<file path="config.mk">
export PLATFORM = sky130hd
export DESIGN_NAME = pll_reset_seq
export DESIGN_NICKNAME = d
export VERILOG_FILES = /design/src/rtl/clk_rst_pkg.sv /design/src/rtl/sync_bit.sv /design/src/rtl/pll_reset_seq.sv
export SDC_FILE = /design/constraint.sdc
export NUM_CORES = 1
export LEC_CHECK = 0
export ABC_AREA = 1
export BUFFER_PORTS_ARGS = -buffer_cell sky130_fd_sc_hd__buf_4
export CORE_AREA = 2 2 47 49
export DETAILED_ROUTE_END_ITERATION = 16
export DIE_AREA = 0 0 49 51
export PLACE_DENSITY = 0.74
export SLEW_MARGIN = 20
export SYNTH_ARGS = -nofsm -noshare
export SYNTH_HDL_FRONTEND = slang
export SYNTH_SLANG_ARGS = --single-unit
</file>
<file path="constraint.sdc">
create_clock -name clock_in -period 2.1 [get_ports clock_in]
set_input_delay 0.21 -clock clock_in [delete_from_list [all_inputs] [get_ports clock_in]]
set_output_delay 0.21 -clock clock_in [all_outputs]
set_load 0.03 [all_outputs]
</file>
<file path="src/rtl/clk_rst_pkg.sv">
// -----------------------------------------------------------------------------
// clk_rst_pkg
// Shared clock/reset definitions: the reset-sequencer FSM state type and the
// default timing constants used by pll_reset_seq.
// -----------------------------------------------------------------------------
package clk_rst_pkg;

    // Reset sequencer states, in the order the sequence walks through them.
    typedef enum logic [1:0] {
        WAIT_LOCK = 2'd0,
        STABLE    = 2'd1,
        HOLD      = 2'd2,
        RUN       = 2'd3
    } rstseq_state_t;

    localparam int RSTSEQ_SYNC_STAGES_DEF   = 2;
    localparam int RSTSEQ_STABLE_CYCLES_DEF = 1024;
    localparam int RSTSEQ_HOLD_CYCLES_DEF   = 16;

endpackage

</file>
<file path="src/rtl/sync_bit.sv">
// -----------------------------------------------------------------------------
// sync_bit
// Parameterised N-flop single-bit synchroniser with asynchronous active-low
// reset. Used for the PLL lock input here and for button / UART RX inputs
// elsewhere.
//
// Parameters:
//   STAGES  - number of flops in the chain (minimum 2)
//   RST_VAL - value loaded into every flop while rst_n is low
// Ports:
//   clk   - destination clock
//   rst_n - asynchronous active-low reset
//   d     - asynchronous input bit
//   q     - synchronised output (last flop of the chain)
// -----------------------------------------------------------------------------
module sync_bit #(
    parameter int   STAGES  = 2,
    parameter logic RST_VAL = 1'b0
) (
    input  logic clk,
    input  logic rst_n,
    input  logic d,
    output logic q
);

    logic [STAGES-1:0] r_chain;

    always_ff @(posedge clk or negedge rst_n) begin
        if (!rst_n) begin
            r_chain <= {STAGES{RST_VAL}};
        end else begin
            r_chain <= {r_chain[STAGES-2:0], d};
        end
    end

    assign q = r_chain[STAGES-1];

endmodule

</file>
<file path="src/rtl/pll_reset_seq.sv">
// -----------------------------------------------------------------------------
// pll_reset_seq
// Reset sequencer driven by the PLL lock indicator and clocked by the PLL
// output clock. The lock signal is synchronised, must stay high for
// STABLE_CYCLES, then the system reset is held for HOLD_CYCLES more before
// being released. Losing lock while running re-asserts reset at once and is
// recorded in a sticky flag and a saturating counter.
//
// Build option:
//   PLL_RSTSEQ_LOSS_CNT_EN - when defined, loss_count counts lock-loss events
//                            (saturating). When undefined, the counter is
//                            not built and loss_count is tied to 0.
//
// Parameters:
//   SYNC_STAGES   - flops in the locked synchroniser (>= 2)
//   STABLE_CYCLES - consecutive high cycles of locked_s before HOLD (>= 1)
//   HOLD_CYCLES   - cycles reset stays asserted after the stable interval (>= 1)
//   CNT_W         - width of loss_count
// Ports:
//   clock_in    - PLL output clock (single clock domain)
//   reset_n     - asynchronous active-low reset (power-on / button)
//   locked      - PLL lock, asynchronous to clock_in
//   clear_lost  - single-cycle pulse clearing lock_lost
//   sys_reset_n - registered active-low system reset, high only in RUN
//   ready       - registered, high only in RUN
//   lock_lost   - sticky flag, set when lock drops in RUN
//   loss_count  - saturating count of lock drops in RUN
// -----------------------------------------------------------------------------
module pll_reset_seq
    import clk_rst_pkg::*;
#(
    parameter int SYNC_STAGES   = RSTSEQ_SYNC_STAGES_DEF,
    parameter int STABLE_CYCLES = RSTSEQ_STABLE_CYCLES_DEF,
    parameter int HOLD_CYCLES   = RSTSEQ_HOLD_CYCLES_DEF,
    parameter int CNT_W         = 8
) (
    input  logic             clock_in,
    input  logic             reset_n,
    input  logic             locked,
    input  logic             clear_lost,
    output logic             sys_reset_n,
    output logic             ready,
    output logic             lock_lost,
    output logic [CNT_W-1:0] loss_count
);

    // The interval counter only needs to reach max(STABLE, HOLD) - 1.
    localparam int MAX_IVL = (STABLE_CYCLES > HOLD_CYCLES) ? STABLE_CYCLES : HOLD_CYCLES;
    localparam int IVL_W   = (MAX_IVL > 1) ? $clog2(MAX_IVL) : 1;

    localparam logic [IVL_W-1:0] STABLE_LAST = IVL_W'(STABLE_CYCLES - 1);
    localparam logic [IVL_W-1:0] HOLD_LAST   = IVL_W'(HOLD_CYCLES - 1);

    logic          w_locked_s;
    rstseq_state_t r_state;
    rstseq_state_t w_state_nxt;
    logic [IVL_W-1:0] r_ivl_cnt;
    logic          w_loss_evt;
    logic          r_sys_reset_n;
    logic          r_ready;
    logic          r_lock_lost;

    sync_bit #(
        .STAGES  (SYNC_STAGES),
        .RST_VAL (1'b0)
    ) u_lock_sync (
        .clk   (clock_in),
        .rst_n (reset_n),
        .d     (locked),
        .q     (w_locked_s)
    );

    // Next-state logic. Only a drop while in RUN counts as a loss event;
    // drops during STABLE/HOLD simply restart the sequence.
    always_comb begin
        w_state_nxt = r_state;
        w_loss_evt  = 1'b0;
        unique case (r_state)
            WAIT_LOCK: begin
                if (w_locked_s) begin
                    w_state_nxt = STABLE;
                end
            end
            STABLE: begin
                if (!w_locked_s) begin
                    w_state_nxt = WAIT_LOCK;
                end else if (r_ivl_cnt == STABLE_LAST) begin
                    w_state_nxt = HOLD;
                end
            end
            HOLD: begin
                if (!w_locked_s) begin
                    w_state_nxt = WAIT_LOCK;
                end else if (r_ivl_cnt == HOLD_LAST) begin
                    w_state_nxt = RUN;
                end
            end
            RUN: begin
                if (!w_locked_s) begin
                    w_state_nxt = WAIT_LOCK;
                    w_loss_evt  = 1'b1;
                end
            end
            default: begin
                w_state_nxt = WAIT_LOCK;
            end
        endcase
    end

    always_ff @(posedge clock_in or negedge reset_n) begin
        if (!reset_n) begin
            r_state <= WAIT_LOCK;
        end else begin
            r_state <= w_state_nxt;
        end
    end

    // Interval counter: cleared on every state change, counts only in the
    // timed states so it never has to wrap.
    always_ff @(posedge clock_in or negedge reset_n) begin
        if (!reset_n) begin
            r_ivl_cnt <= '0;
        end else if (w_state_nxt != r_state) begin
            r_ivl_cnt <= '0;
        end else if ((r_state == STABLE) || (r_state == HOLD)) begin
            r_ivl_cnt <= r_ivl_cnt + IVL_W'(1);
        end
    end

    // Outputs are registered from the next state so they change on the same
    // edge as the state and come straight from a flop (glitch-free reset).
    always_ff @(posedge clock_in or negedge reset_n) begin
        if (!reset_n) begin
            r_sys_reset_n <= 1'b0;
            r_ready       <= 1'b0;
        end else begin
            r_sys_reset_n <= (w_state_nxt == RUN);
            r_ready       <= (w_state_nxt == RUN);
        end
    end

    // Sticky loss flag; a loss in the same cycle as a clear wins.
    always_ff @(posedge clock_in or negedge reset_n) begin
        if (!reset_n) begin
            r_lock_lost <= 1'b0;
        end else if (w_loss_evt) begin
            r_lock_lost <= 1'b1;
        end else if (clear_lost) begin
            r_lock_lost <= 1'b0;
        end
    end

`ifdef PLL_RSTSEQ_LOSS_CNT_EN
    logic [CNT_W-1:0] r_loss_cnt;

    // Saturating loss counter; clear_lost deliberately leaves it alone.
    always_ff @(posedge clock_in or negedge reset_n) begin
        if (!reset_n) begin
            r_loss_cnt <= '0;
        end else if (w_loss_evt && (r_loss_cnt != {CNT_W{1'b1}})) begin
            r_loss_cnt <= r_loss_cnt + CNT_W'(1);
        end
    end

    assign loss_count = r_loss_cnt;
`else
    assign loss_count = '0;
`endif

    assign sys_reset_n = r_sys_reset_n;
    assign ready       = r_ready;
    assign lock_lost   = r_lock_lost;

endmodule
</file>
==> results.sh <==
export IMPL_groute_usage_overall=0.150
export IMPL_yosys_area_share_adder=0.0605
export IMPL_p_leak_nw=0.500
export IMPL_die_x_um=49
export IMPL_crit_buf_inv=1
export IMPL_slew_viol_final=0
export IMPL_die_h_um=51
export IMPL_hpwlAfterDp_um=1180
export IMPL_reg2reg_depth=9
export IMPL_switching_power_mw=0.385
export IMPL_cts_resized=0
export IMPL_drc=0
export IMPL_first_global_vias=683
export IMPL_synth_compound_area_frac=0.00969
export IMPL_cp_top_family="simple AND/OR/NAND/NOR gates"
export IMPL_drt_first_pass_iters=4
export IMPL_max_freq_mhz=517
export IMPL_finalCritPeriodShare=0.921
export IMPL_worst_clock_skew_ns=0.00814
export IMPL_cts_tree="done"
export IMPL_ys_seq_area_frac=0.387
export IMPL_r2r_end="r_ivl_cnt[9]"
export IMPL_io_pins=15
export IMPL_final_util=0.539
export IMPL_fin_ws_ns=0.166
export IMPL_finalHoldViolations=0
export IMPL_grt_antenna_before_repair=0
export IMPL_cap_violations=0
export IMPL_hold_end="u_lock_sync.r_chain[0]"
export IMPL_rrSetupSlack_ns=0.17
export IMPL_core_area_um2=2060
export IMPL_pwr_share_clk=0.213
export IMPL_crit_arrival_ns=2.11
export IMPL_netlist_instances=110
export IMPL_hold_class="in2reg"
export IMPL_grt_start_max_net_pins=17
export IMPL_vias_per_cell=4.62
export IMPL_layout_commonest_cell="dfrtp_1"
export IMPL_grt_first_pass_wirelength_um=2800
export IMPL_wl_per_cell_um=10.7
export IMPL_synth_top_cell_area_share=0.387
export IMPL_reg2reg_from="r_state[0]"
export IMPL_outcome="complete, no violations"
export IMPL_max_vdd_ir_drop_mv=0.494
export IMPL_setup_tns_ns=0
export IMPL_layout_nets=128
export IMPL_synth_top_cell_by_area="dfrtp_1"
export IMPL_pre_cts_ws_ns=0.187
export IMPL_start_util=0.501
export IMPL_synthToLayoutAreaGrowth_pct=7.51
export IMPL_synth_simple_area_share=0.337
export IMPL_synth_area_top_cells="dfrtp_1 (39%), buf_4 (7.3%), ha_1 (6.1%)"
export IMPL_synth_cell_type_count=23
export IMPL_crit_fanout=6
export IMPL_p_comb_frac=0.400
export IMPL_grt_overflow=0
export IMPL_clockRootBuffer="clkbuf_4"
export IMPL_layout_common_cells="dfrtp_1 (16), nand2_1 (14), nor2_2 (10)"
export IMPL_drive_gt1_frac=0.339
export IMPL_muxShareOfSynthArea=0.00969
export IMPL_rsz0062_at_grt="false"
export IMPL_die_area_um2=2500
export IMPL_power_density_nw_per_um2=859
export IMPL_vias=674
export IMPL_hold_depth=1
export IMPL_cts_setup_buffers=0
export IMPL_yosys_warnings=0
export IMPL_first_iter_violations=8
export IMPL_dp_cells=141
export IMPL_clk_pin_slew_ns=0.10
export IMPL_stdcell_count=146
export IMPL_drt_antenna_violating_nets=0
export IMPL_intPower_mw=0.569
export IMPL_cpMaxStageDelayCell="dfrtp_1"
export IMPL_synth_top_family_by_area="simple AND/OR/NAND/NOR gates"
export IMPL_sw_frac_of_total=0.404
export IMPL_start_kind="flip-flop"
export IMPL_synth_area_per_cell_um2=9.40
export IMPL_rows=17
export IMPL_yosys_register_bits=16
export IMPL_clkSinkCount=16
export IMPL_yosys_area_share_xor_xnor=0.0763
export IMPL_netlist_area_um2=1030
export IMPL_antennaDiodeCount=0
export IMPL_p_seq_frac=0.387
export IMPL_port_buffers=6
export IMPL_h_tree_depth=1
export IMPL_globalplace_congestion=0.797
export IMPL_crit_required_ns=2.28
export IMPL_crit_chain="inv_1 > ha_1 > nand2_2 > nor2_4 > nand3_2 > nor3_2 > nand3_1 > xor2_1 > nor2_2"
export IMPL_worstSkewPairLatency_ns=0.29
export IMPL_cts_buffers=3
export IMPL_criticalPathCategory="reg2reg"
export IMPL_cp_end_kind="flip-flop"
export IMPL_fin_crit_ns=1.93
export IMPL_wl_um=1570
export IMPL_hp_start="locked"
export IMPL_ctsLongestPathBuffers=2
export IMPL_final_setup_viol_count=0
export IMPL_cpPeakStageDelay_ns=0.46
Yosys cell counts, drive strengths merged:
cell   number
buf        10
conb        1
dfrtp      16
ha          5
inv        12
mux2i       1
nand2      23
nand3       7
nand4       3
nor2       18
nor3        3
o21ai       2
xnor2       2
xor2        7
power by group through the flow:
stage,logic (mW),clock network (mW),registers [mW]
finish,0.382,0.203,0.369
global route,0.421,0.221,0.374
CTS,0.393,0.207,0.369
detailed placement,0.386,0,0.376
global placement,0.381,0,0.372
floorplan,0.351,0,0.367
worst max path at each step:
| stage | from | to | depth (start not counted) |
|---|---|---|---|
| 2_1_floorplan | r_state[0] | r_ivl_cnt[9] | 10 |
| 3_3_place_gp | r_state[0] | r_ivl_cnt[9] | 9 |
| 3_5_place_dp | r_state[0] | r_ivl_cnt[9] | 9 |
| 4_1_cts | r_state[0] | r_ivl_cnt[9] | 9 |
| 5_1_grt | r_state[0] | r_ivl_cnt[9] | 9 |
| 6_report | r_state[0] | r_ivl_cnt[9] | 9 |
layer usage:
metal,part of all wire,up-vias,global-route usage
li1,-,336,-
met1,0.41,319,0.170
met2,0.54,15,0.276
met3,0.020,4,0.00877
met4,0.027,0,0.100
met5,0,-,0
worst register-to-register path, cell delays in order, from the launching register on:
cell     delay (ns)
dfrtp_1        0.46
inv_1          0.12
ha_1           0.44
nand2_2        0.10
nor2_4         0.10
nand3_2        0.10
nor3_2         0.17
nand3_1        0.11
xor2_1         0.17
nor2_2         0.05
cell type report:
type | instances | area, um2
Clock buffer | 4 | 36.3
Fill cell | 194 | 952
Inverter | 12 | 45.0
Multi-Input combinational cell | 79 | 539
Sequential cell | 16 | 400
Tap cell | 28 | 35.0
Timing Repair Buffer | 7 | 55.1
stage by stage:
| step | area [um2] | total power, mW | hold slack, ns |
|---|---|---|---|
| 2_1_floorplan | 1060 | 0.718 | -0.0856 |
| 3_3_place_gp | 1060 | 0.753 | 0.0794 |
| 3_5_place_dp | 1060 | 0.762 | 0.0806 |
| 4_1_cts | 1110 | 0.969 | 0.0172 |
| 5_1_grt | 1110 | 1.02 | 0.0150 |
| 6_report | 1110 | 0.955 | 0.0189 |
sequential cells by signal, summed over array words and instances (netlist names):
register and flops:
r_state 2, ready 1, u_lock_sync.r_chain 2, r_ivl_cnt 10, lock_lost 1
logic make-up after synthesis:
family	count (synthesis)
AO/OA/AOI/OAI	2
XOR/XNOR	9
adder cells (fa/ha/maj)	5
buffers and inverters	22
flip-flops	16
multiplexers	1
other	1
AND/OR/NAND/NOR	54
what timing repair did:
action	CTS	global route
hold endpoints to repair	16	0
endpoints found under the setup margin	0	0
hold buffers	1	0
(Power assumes the default switching activity.)
